--- src/rtl/scene_pkg.sv ---
// -----------------------------------------------------------------------------
// scene_pkg
// Shared definitions for the scene command path.
//   - Default sizes for the sphere table and the error counter.
//   - Bit positions of the fields in a 64-bit host command word.
//   - Opcode enumeration, scheduler state enumeration and the sphere record.
// -----------------------------------------------------------------------------
package scene_pkg;

    localparam int DEF_MAX_SPHERES = 16;
    localparam int DEF_IDX_W       = 4;
    localparam int DEF_COORD_W     = 14;
    localparam int DEF_ERR_W       = 8;

    // Command word layout: [63:60] opcode, [59:56] index, [55:0] payload
    localparam int CMD_W   = 64;
    localparam int OP_MSB  = 63;
    localparam int OP_LSB  = 60;
    localparam int IDX_MSB = 59;
    localparam int IDX_LSB = 56;
    localparam int PAY_MSB = 55;
    localparam int PAY_LSB = 0;

    typedef enum logic [3:0] {
        OP_NOP          = 4'h0,
        OP_WRITE_SPHERE = 4'h1,
        OP_SET_COUNT    = 4'h2,
        OP_COMMIT       = 4'hF
    } opcode_t;

    typedef enum logic {
        ST_ACCEPT      = 1'b0,
        ST_COMMIT_WAIT = 1'b1
    } sched_state_t;

    // Field order gives x=[55:42], y=[41:28], z=[27:14], r=[13:0]
    typedef struct packed {
        logic [DEF_COORD_W-1:0] x;
        logic [DEF_COORD_W-1:0] y;
        logic [DEF_COORD_W-1:0] z;
        logic [DEF_COORD_W-1:0] r;
    } sphere_t;

endpackage

--- src/rtl/scene_bank_regfile.sv ---
// -----------------------------------------------------------------------------
// scene_bank_regfile
// Double-buffered sphere table held in flops so both banks clear on reset.
// Writes always land in the shadow bank (the one not selected by
// active_bank); the single read port returns the active-bank record one
// cycle after rd_idx is presented.
// Ports:
//   clk, rst_    clock, asynchronous active-low reset
//   active_bank  bank currently visible to the reader
//   wr_en/wr_idx/wr_data  shadow-bank write port
//   rd_idx/rd_data        registered active-bank read port
// -----------------------------------------------------------------------------
module scene_bank_regfile #(
    parameter int NUM_SLOTS = 16,
    parameter int IDX_W     = 4,
    parameter int REC_W     = 56
) (
    input  logic             clk,
    input  logic             rst_,
    input  logic             active_bank,
    input  logic             wr_en,
    input  logic [IDX_W-1:0] wr_idx,
    input  logic [REC_W-1:0] wr_data,
    input  logic [IDX_W-1:0] rd_idx,
    output logic [REC_W-1:0] rd_data
);

    logic [REC_W-1:0] bank0_rec [NUM_SLOTS];
    logic [REC_W-1:0] bank1_rec [NUM_SLOTS];
    logic [REC_W-1:0] rd_data_reg;

    for (genvar gi = 0; gi < NUM_SLOTS; gi++) begin : g_slot
        logic [REC_W-1:0] b0_reg;
        logic [REC_W-1:0] b1_reg;
        logic             hit;

        assign hit = wr_en && (wr_idx == IDX_W'(gi));

        always_ff @(posedge clk or negedge rst_) begin
            if (!rst_) begin
                b0_reg <= '0;
                b1_reg <= '0;
            end else if (hit) begin
                // Shadow bank is the one not being read
                if (active_bank) begin
                    b0_reg <= wr_data;
                end else begin
                    b1_reg <= wr_data;
                end
            end
        end

        assign bank0_rec[gi] = b0_reg;
        assign bank1_rec[gi] = b1_reg;
    end

    // Uses the pre-edge bank select, so a read issued on the swap edge
    // still returns the old bank.
    always_ff @(posedge clk or negedge rst_) begin
        if (!rst_) begin
            rd_data_reg <= '0;
        end else begin
            rd_data_reg <= active_bank ? bank1_rec[rd_idx] : bank0_rec[rd_idx];
        end
    end

    assign rd_data = rd_data_reg;

endmodule

--- src/rtl/scene_cmd_scheduler.sv ---
// -----------------------------------------------------------------------------
// scene_cmd_scheduler
// Decodes host command words into writes of a double-buffered sphere table
// and swaps banks only on a frame boundary after a COMMIT.
// Ports:
//   clk, rst_       clock, asynchronous active-low reset
//   i_Acc_DV        strobe qualifying i_Acc_Bytes
//   i_Acc_Bytes     command word {opcode, index, payload}
//   i_frame_start   vertical-blank pulse; the only point a swap may happen
//   i_rd_idx        raytracer read index
//   o_rd_sphere     active-bank record, 1-cycle latency
//   o_sphere_count  valid spheres in the active bank
//   o_bank          active bank select
//   o_busy          commit pending (host interrupt)
//   o_err_cnt       saturating count of rejected words
// -----------------------------------------------------------------------------
module scene_cmd_scheduler
    import scene_pkg::*;
#(
    parameter int MAX_SPHERES = DEF_MAX_SPHERES,
    parameter int IDX_W       = DEF_IDX_W,
    parameter int COORD_W     = DEF_COORD_W,
    parameter int ERR_W       = DEF_ERR_W
) (
    input  logic                 clk,
    input  logic                 rst_,
    input  logic                 i_Acc_DV,
    input  logic [CMD_W-1:0]     i_Acc_Bytes,
    input  logic                 i_frame_start,
    input  logic [IDX_W-1:0]     i_rd_idx,
    output logic [4*COORD_W-1:0] o_rd_sphere,
    output logic [IDX_W:0]       o_sphere_count,
    output logic                 o_bank,
    output logic                 o_busy,
    output logic [ERR_W-1:0]     o_err_cnt
);

    sched_state_t state_reg, state_next;

    logic [CMD_W-1:0] cmd_reg;
    logic             cmd_vld_reg;
    logic             cmd_in_wait_reg;
    logic [IDX_W:0]   shadow_count_reg;
    logic [IDX_W:0]   active_count_reg;
    logic             bank_reg;
    logic [ERR_W-1:0] err_cnt_reg;

    logic [3:0]       cmd_op;
    logic [3:0]       cmd_idx;
    logic [IDX_W:0]   cnt_raw;
    sphere_t          wr_rec;
    logic             in_wait;
    logic             do_write;
    logic             do_set_count;
    logic             do_commit;
    logic             reject;
    logic             swap;

    assign cmd_op  = cmd_reg[OP_MSB:OP_LSB];
    assign cmd_idx = cmd_reg[IDX_MSB:IDX_LSB];
    assign cnt_raw = cmd_reg[PAY_LSB +: IDX_W+1];
    assign wr_rec  = cmd_reg[PAY_MSB:PAY_LSB];

    // A word counts as received during the commit wait if it arrived while
    // waiting (including on the swap edge itself) or is decoded while waiting.
    assign in_wait = cmd_in_wait_reg || (state_reg == ST_COMMIT_WAIT);
    assign swap    = (state_reg == ST_COMMIT_WAIT) && i_frame_start;

    // Command decode
    always_comb begin
        do_write     = 1'b0;
        do_set_count = 1'b0;
        do_commit    = 1'b0;
        reject       = 1'b0;
        if (cmd_vld_reg) begin
            if (in_wait) begin
                reject = (cmd_op != OP_NOP);
            end else begin
                case (cmd_op)
                    OP_NOP: ;
                    OP_WRITE_SPHERE: begin
                        if (32'(cmd_idx) >= 32'(MAX_SPHERES)) begin
                            reject = 1'b1;
                        end else begin
                            do_write = 1'b1;
                        end
                    end
                    OP_SET_COUNT: begin
                        do_set_count = 1'b1;
                        reject       = (cnt_raw > (IDX_W+1)'(MAX_SPHERES));
                    end
                    OP_COMMIT: do_commit = 1'b1;
                    default:   reject    = 1'b1;
                endcase
            end
        end
    end

    // FSM: state register
    always_ff @(posedge clk or negedge rst_) begin
        if (!rst_) begin
            state_reg <= ST_ACCEPT;
        end else begin
            state_reg <= state_next;
        end
    end

    // FSM: next state. A frame_start coincident with COMMIT decode is ignored
    // because the FSM is still in ACCEPT on that edge.
    always_comb begin
        state_next = state_reg;
        case (state_reg)
            ST_ACCEPT:      if (do_commit)     state_next = ST_COMMIT_WAIT;
            ST_COMMIT_WAIT: if (i_frame_start) state_next = ST_ACCEPT;
            default:        state_next = ST_ACCEPT;
        endcase
    end

    // FSM: outputs
    always_comb begin
        o_busy = (state_reg == ST_COMMIT_WAIT);
    end

    // Datapath registers
    always_ff @(posedge clk or negedge rst_) begin
        if (!rst_) begin
            cmd_reg          <= '0;
            cmd_vld_reg      <= 1'b0;
            cmd_in_wait_reg  <= 1'b0;
            shadow_count_reg <= '0;
            active_count_reg <= '0;
            bank_reg         <= 1'b0;
            err_cnt_reg      <= '0;
        end else begin
            cmd_vld_reg <= i_Acc_DV;
            if (i_Acc_DV) begin
                cmd_reg         <= i_Acc_Bytes;
                cmd_in_wait_reg <= (state_reg == ST_COMMIT_WAIT);
            end
            if (do_set_count) begin
                shadow_count_reg <= reject ? (IDX_W+1)'(MAX_SPHERES) : cnt_raw;
            end
            if (swap) begin
                bank_reg         <= ~bank_reg;
                active_count_reg <= shadow_count_reg;
            end
            if (reject && (err_cnt_reg != {ERR_W{1'b1}})) begin
                err_cnt_reg <= err_cnt_reg + ERR_W'(1);
            end
        end
    end

    scene_bank_regfile #(
        .NUM_SLOTS (MAX_SPHERES),
        .IDX_W     (IDX_W),
        .REC_W     (4*COORD_W)
    ) u_bank_regfile (
        .clk         (clk),
        .rst_        (rst_),
        .active_bank (bank_reg),
        .wr_en       (do_write),
        .wr_idx      (cmd_idx[IDX_W-1:0]),
        .wr_data     (wr_rec),
        .rd_idx      (i_rd_idx),
        .rd_data     (o_rd_sphere)
    );

    assign o_sphere_count = active_count_reg;
    assign o_bank         = bank_reg;
    assign o_err_cnt      = err_cnt_reg;

endmodule

--- config.mk ---
export PLATFORM = sky130hd
export DESIGN_NAME = scene_cmd_scheduler
export DESIGN_NICKNAME = d
export VERILOG_FILES = /design/src/rtl/scene_pkg.sv /design/src/rtl/scene_bank_regfile.sv /design/src/rtl/scene_cmd_scheduler.sv
export SDC_FILE = /design/constraint.sdc
export NUM_CORES = 2
export LEC_CHECK = 0
export CAP_MARGIN = 30
export CORE_ASPECT_RATIO = 0.9
export CORE_MARGIN = 1
export CORE_UTILIZATION = 45
export DETAILED_ROUTE_END_ITERATION = 16
export HOLD_SLACK_MARGIN = 0.15
export PLACE_DENSITY = 0.65
export SLEW_MARGIN = 20
export SYNTH_ARGS = -nofsm -noshare
export SYNTH_HDL_FRONTEND = slang
export SYNTH_SLANG_ARGS = --single-unit
export TNS_END_PERCENT = 10
--- constraint.sdc ---
create_clock -name clk -period 2.2 [get_ports clk]
set_input_delay 0.22 -clock clk [delete_from_list [all_inputs] [get_ports clk]]
set_output_delay 0.22 -clock clk [all_outputs]
set_load 0.02 [all_outputs]
Word level (Yosys, flattened, before mapping)
Index checks and enable logic that the tools add are counted.
{"block": "totals", "regBits": 1934, "inputBits": 72, "elab_cells": 144, "ram_bits": 0, "mem_bits_ro": 0, "out_inout_bits": 71, "n_memories": 0, "latchBits": 0}
{"block": "classes", "mux": 23, "n_shift": 0, "n_eq_ne": 19, "multipliers": 0, "addsub": 1, "n_reduce_logical": 55, "order_cmp": 2, "bitwise_logic": 3, "div": 0}
{"cell": "$bmux W56 S4", "count": 2}
{"cell": "$mux W56", "count": 5}
{"cell": "$reduce_and A2 Y1", "count": 32}
{"cell": "$eq A4 B4 Y1 const B", "count": 9}
{"cell": "$logic_and A1 B1 Y1", "count": 18}
{"cell": "$eq A4 B3 Y1 const B", "count": 4}
{"cell": "$mux W1", "count": 13}
{"cell": "$eq A4 B2 Y1 const B", "count": 3}
{"cell": "$add A8 B1 Y8 const B", "count": 1}
{"cell": "$eq A4 B1 Y1 const B", "count": 2}
{"cell": "$logic_not A4 Y1", "count": 2}
{"cell": "$ne A8 B8 Y1 const B", "count": 1}
{"cell": "$ge A5 B5 Y1 const B", "count": 1}
{"cell": "$gt A5 B5 Y1 const B", "count": 1}
{"cell": "$mux W5", "count": 1}
{"cell": "$not A4 Y5", "count": 1}
{"cell": "$pmux W1 S2", "count": 2}
{"cell": "$reduce_bool A4 Y1", "count": 1}
{"cell": "$reduce_or A3 Y1", "count": 1}
{"cell": "$not A1 Y1", "count": 2}
{"cell": "$logic_or A1 B1 Y1", "count": 1}

Depth between registers and ports, before layout
{"block": "logic_depth", "ltp_word": 6, "ltp_mapped": 7, "mapped_depth_nobuf": 6}

By module
Synthesis repeated with hierarchy kept, for this count alone.
{"block": "unflattened", "cells_unflattened": 6293, "hier_area_um2": 86945.9}
{"mod": "scene_bank_regfile", "area_each_um2": 83615.2, "n_inst": 1, "cells_per_inst": 6077, "seq_area_each_um2": 46244.4}
{"mod": "scene_cmd_scheduler", "area_each_um2": 3330.7, "n_inst": 1, "cells_per_inst": 216, "seq_area_each_um2": 2152.1}

Worst setup path after synthesis
Ideal clock, no wire load.
{"block": "synth_path", "path_kind": "in2reg", "start": "input i_rd_idx[0]", "end": "register u_bank_regfile.rd_data_reg[10], in the netlist u_bank_regfile.rd_data[10]", "arrival_ps": 2172, "stages": 5, "path_buffers": 2, "path_slack_ps": -97, "path_cell_list": "buf_2 > buf_1 > mux4_2 > mux4_2 > mux2_2"}
{"block": "synth_between", "elab_chain_len": 5, "word_cells_on_any_way": 8, "classes_between": "mux: 7; bitwise: 1"}
{"item": "from (decl)", "line": "scene_cmd_scheduler.sv:30", "text": "input logic [IDX_W-1:0] i_rd_idx,"}
{"item": "$not A4 Y5 (implied by the code) *", "line": "scene_bank_regfile.sv:63", "text": "rd_data_reg <= active_bank ? bank1_rec[rd_idx] : bank0_rec[rd_idx];"}
{"item": "$bmux W56 S4", "line": "scene_bank_regfile.sv:63"}
{"item": "$mux W56 (implied by the code) (2 in series)", "line": "scene_bank_regfile.sv:63"}
{"item": "$mux W56 *", "line": "scene_bank_regfile.sv:63"}
{"item": "to (signal assigned)", "line": "scene_bank_regfile.sv:63"}
{"item": "to (decl)", "line": "scene_bank_regfile.sv:30", "text": "logic [REC_W-1:0] rd_data_reg;"}
Mark *: on every way between the ends. The rest lies on a longest branch, timed or not. The select of a mux whose other input is x is not followed.
A chain may end at the register's enable or synchronous reset.

Worst setup path after layout
{"block": "layout_path", "start": "register cmd_reg[63]", "end": "register u_bank_regfile.g_slot[7].b0_reg[17]"}
{"block": "layout_between", "elab_chain_len": 6}
{"item": "from (decl)", "line": "scene_cmd_scheduler.sv:40", "text": "logic [CMD_W-1:0] cmd_reg;"}
{"item": "from (signal assigned)", "line": "scene_cmd_scheduler.sv:137", "text": "cmd_reg <= i_Acc_Bytes;"}
{"item": "$eq A4 B1 Y1", "line": "scene_cmd_scheduler.sv:79", "text": "case (cmd_op)"}
{"item": "$mux W1", "line": "scene_cmd_scheduler.sv:79"}
{"item": "$mux W1", "line": "scene_cmd_scheduler.sv:76", "text": "if (in_wait) begin"}
{"item": "$mux W1", "line": "scene_cmd_scheduler.sv:75", "text": "if (cmd_vld_reg) begin"}
{"item": "$logic_and A1 B1 Y1", "line": "scene_bank_regfile.sv:37", "text": "assign hit = wr_en && (wr_idx == IDX_W'(gi));"}
{"item": "$reduce_and A2 Y1 (no line)"}
{"item": "to (signal assigned)", "line": "scene_bank_regfile.sv:46", "text": "b0_reg <= wr_data;"}
{"item": "to (decl)", "line": "scene_bank_regfile.sv:33", "text": "logic [REC_W-1:0] b0_reg;"}
No other way between the ends.

==> impl_metrics.yaml <==
sta:
  drv_slew: 0
  setup_viol: 1494
  holdWs_ps: 342.6
  setup-tns-final_ps: -168870
  finalHoldViolations: 0
  slew_headroom: 0.5432
  worst_pin_slew_ps: 685.3
  period_needed_ps: 2432
  fin_crit_sh: 1.106
  timing.fmax_mhz: 411.2
  layout_setup_ws_ps: -232.2
  finalClockSkew_ps: 51.39
  grt_setup_unrepaired: "true"
worst_setup_path:
  worstPathArrival_ps: 3130
  crit_top_cell: "buf_12"
  crit_type: "flop to flop"
  cp_slowest_cell: "dfrtp_1"
  worstPathRequired_ps: 2900
  worstPathCellList: "nor4b_4, buf_4, and2_4, nand2_2, buf_6, nor2_4, buf_12, buf_12, buf_12, mux2_2"
  endpoint_kind: "flop"
  critPathBufInv: 5
  cp_top_family: "simple AND/OR/NAND/NOR gates"
  slowest_delay_ps: 400
  path_max_fanout: 9
  cp-start-kind: "flop"
synthesis:
  yosys_most_used_dff: "dfrtp_1"
  async_flop_share: 1.000
  synth_top_area_cell: "dfrtp_1"
  synth_top_area_share: 0.5632
  syn_area_um2: 85920
  ys_ff_latch: 1934
  synth_seq_area_share: 0.5632
  ys_types: 38
  synthTopCellsByCount: "1934 x dfrtp_1, 1839 x mux2_2, 560 x mux4_2, 271 x clkbuf_1, 169 x buf_2"
  synth_edf_count: 0
  yosysMostFrequentCell: "dfrtp_1"
  syn-mean-instance-area_um2: 17.10
  syn_nets: 5098
  synthTopCellsByArea: "dfrtp_1 56%, mux2_2 24%, mux4_2 15%"
  yosysWarnings: 0
  syn_inst: 5025
power:
  power_mw: 83.48
  vdd_drop_max_uv: 827.9
  p_per_area_nw_per_um2: 809.9
  comb_power_share: 0.110
  internal-power_mw: 63.01
  switchingPower_mw: 20.47
  clockPowerShare: 0.421
  switching_share: 0.2452
  p_leak_nw: 49.32
  pwr-share-seq: 0.469
place:
  placed_cells: 7622
  dpl.hpwl_um: 139200
  placed_area_um2: 94040
  place.gp.congestion: 0.7765
  preCtsSetupSlack_ps: -551.6
  io_buffers: 142
global_routing:
  grt_pass1_wl_um: 348000
  grt_max_degree: 116
  antenna_found_initial: 0
  grt_pass1_vias: 51291
  grt_use_total: 0.2418
  grt-ovfl-total: 0
min_path:
  hp-class: "input port to flop"
floorplan:
  die_y_um: 416.5
  pin_count: 143
  start_util: 0.4548
  core_um2: 188900
  rows: 151
  die_width_um: 462.6
  die_area_um2: 192700
cts:
  clk_latency_ps: 850
  h-tree-depth: 4
  cts_buffer_depth: 3
  cts.sinks: 1934
  cts_tree: "yes"
  root_buffer: "clkbuf_16"
  path_clk_slew_ps: 60
  cts-buffers-inserted: 197
finish:
  area_growth_pct: 19.97
  fillers: 14767
  drive_above_1_share: 0.5952
  area.sequential_um2: 48400
  nets: 5482
  design_area_um2: 103100
  antenna_cells: 0
  multi_input_comb_area_um2: 35920
  layoutNonFillerInstCount: 8090
  final_core_util: 0.5456
drt:
  drt-initial-drc-count: 3454
  num_vias: 47737
  drc: 0
  via_per_inst: 5.901
  totalWireLength_um: 234600
  first_pass_iters: 5
  wl_per_cell_um: 29.00
  ant_nets: 0
run:
  drv_cap: 0
status:
  violations: "negative setup slack"
  outcome: "finished, violations left"
## worst paths after layout
path	endpoint	slack, ps	start	cells past startpoint
setup / recovery	u_bank_regfile.g_slot[7].b0_reg[17]$_DFFE_PN0P_	-230	cmd_reg[63]$_DFFE_PN0P_	10
hold / removal	u_bank_regfile.rd_data[42]$_DFF_PN0_	340	i_rd_idx[1]	5
setup reg to reg	u_bank_regfile.g_slot[7].b0_reg[17]$_DFFE_PN0P_	-230	cmd_reg[63]$_DFFE_PN0P_	10
hold reg to reg	shadow_count_reg[3]$_DFFE_PN0P_	490	shadow_count_reg[3]$_DFFE_PN0P_	2
max in group asynchronous	u_bank_regfile.g_slot[3].b0_reg[50]$_DFFE_PN0P_	600	rst_	5
min in group asynchronous	cmd_reg[7]$_DFFE_PN0P_	650	rst_	4
## repair_timing
| action | CTS | global route |
|---|---|---|
| hold buffers | 71 | 0 |
| cloned | 5 | 16 |
| buffers inserted | 7 | 11 |
| pin swaps | 6 | 9 |
| gates resized for setup | 41 | 158 |
| setup endpoints to repair | 1815 | 1799 |
| hold endpoints to repair | 2057 | 0 |
## per-layer routing
metal | vias to the layer above | wire, um | global-route usage
met5 | - | 0 | 0
met4 | 0 | 5773 | 0.05766
met3 | 331 | 9583 | 0.03176
met2 | 1093 | 114400 | 0.3981
met1 | 26722 | 104800 | 0.3419
li1 | 19591 | - | -
## worst reg2reg max path: stages (launching register included)
cell and delay, ps:
dfrtp_1 400, nor4b_4 360, buf_4 180, and2_4 200, nand2_2 90, buf_6 140, nor2_4 140, buf_12 130
buf_12 140, buf_12 160, mux2_2 350
## area by class of cell
type	count	share of cell area
sequential	1934	0.4695
multi-input combinational	2586	0.3485
timing repair buffer	687	0.08515
clock buffer	293	0.05698
tap	2524	0.03064
clock inverter	63	0.009104
inverter	3	0.0001092
## cell families after synthesis
group                    synth area share
AND/OR/NAND/NOR                  0.005417
multiplexers                       0.4019
AO/OA/AOI/OAI                   0.0007718
XOR/XNOR                        0.0006117
buffers and inverters             0.02793
adder cells (fa/ha/maj)         0.0001456
flip-flops                         0.5632
## power groups by stage
| stage | clock (mW) | sequential, mW | combinational, mW |
|---|---|---|---|
| 5_1_grt | 37.3 | 39.3 | 9.87 |
| 3_5_place_dp | 0 | 39.7 | 9.05 |
| 6_report | 35.2 | 39.1 | 9.22 |
| 4_1_cts | 35.9 | 39.1 | 9.21 |
| 2_1_floorplan | 0 | 39.5 | 5.24 |
| 3_3_place_gp | 0 | 39.6 | 8.88 |
## placed cells by master (no fill, tap or decap), drive strengths merged, types with 19 or more instances in the layout
master,count
dfrtp,1934
mux2,1919
mux4,560
buf,466
clkbuf,308
clkdlybuf4s50,135
dlygate4sd3,70
clkinv,34
nand2,20
nor2,19
Note: power is estimated with default switching activity, not from simulation.
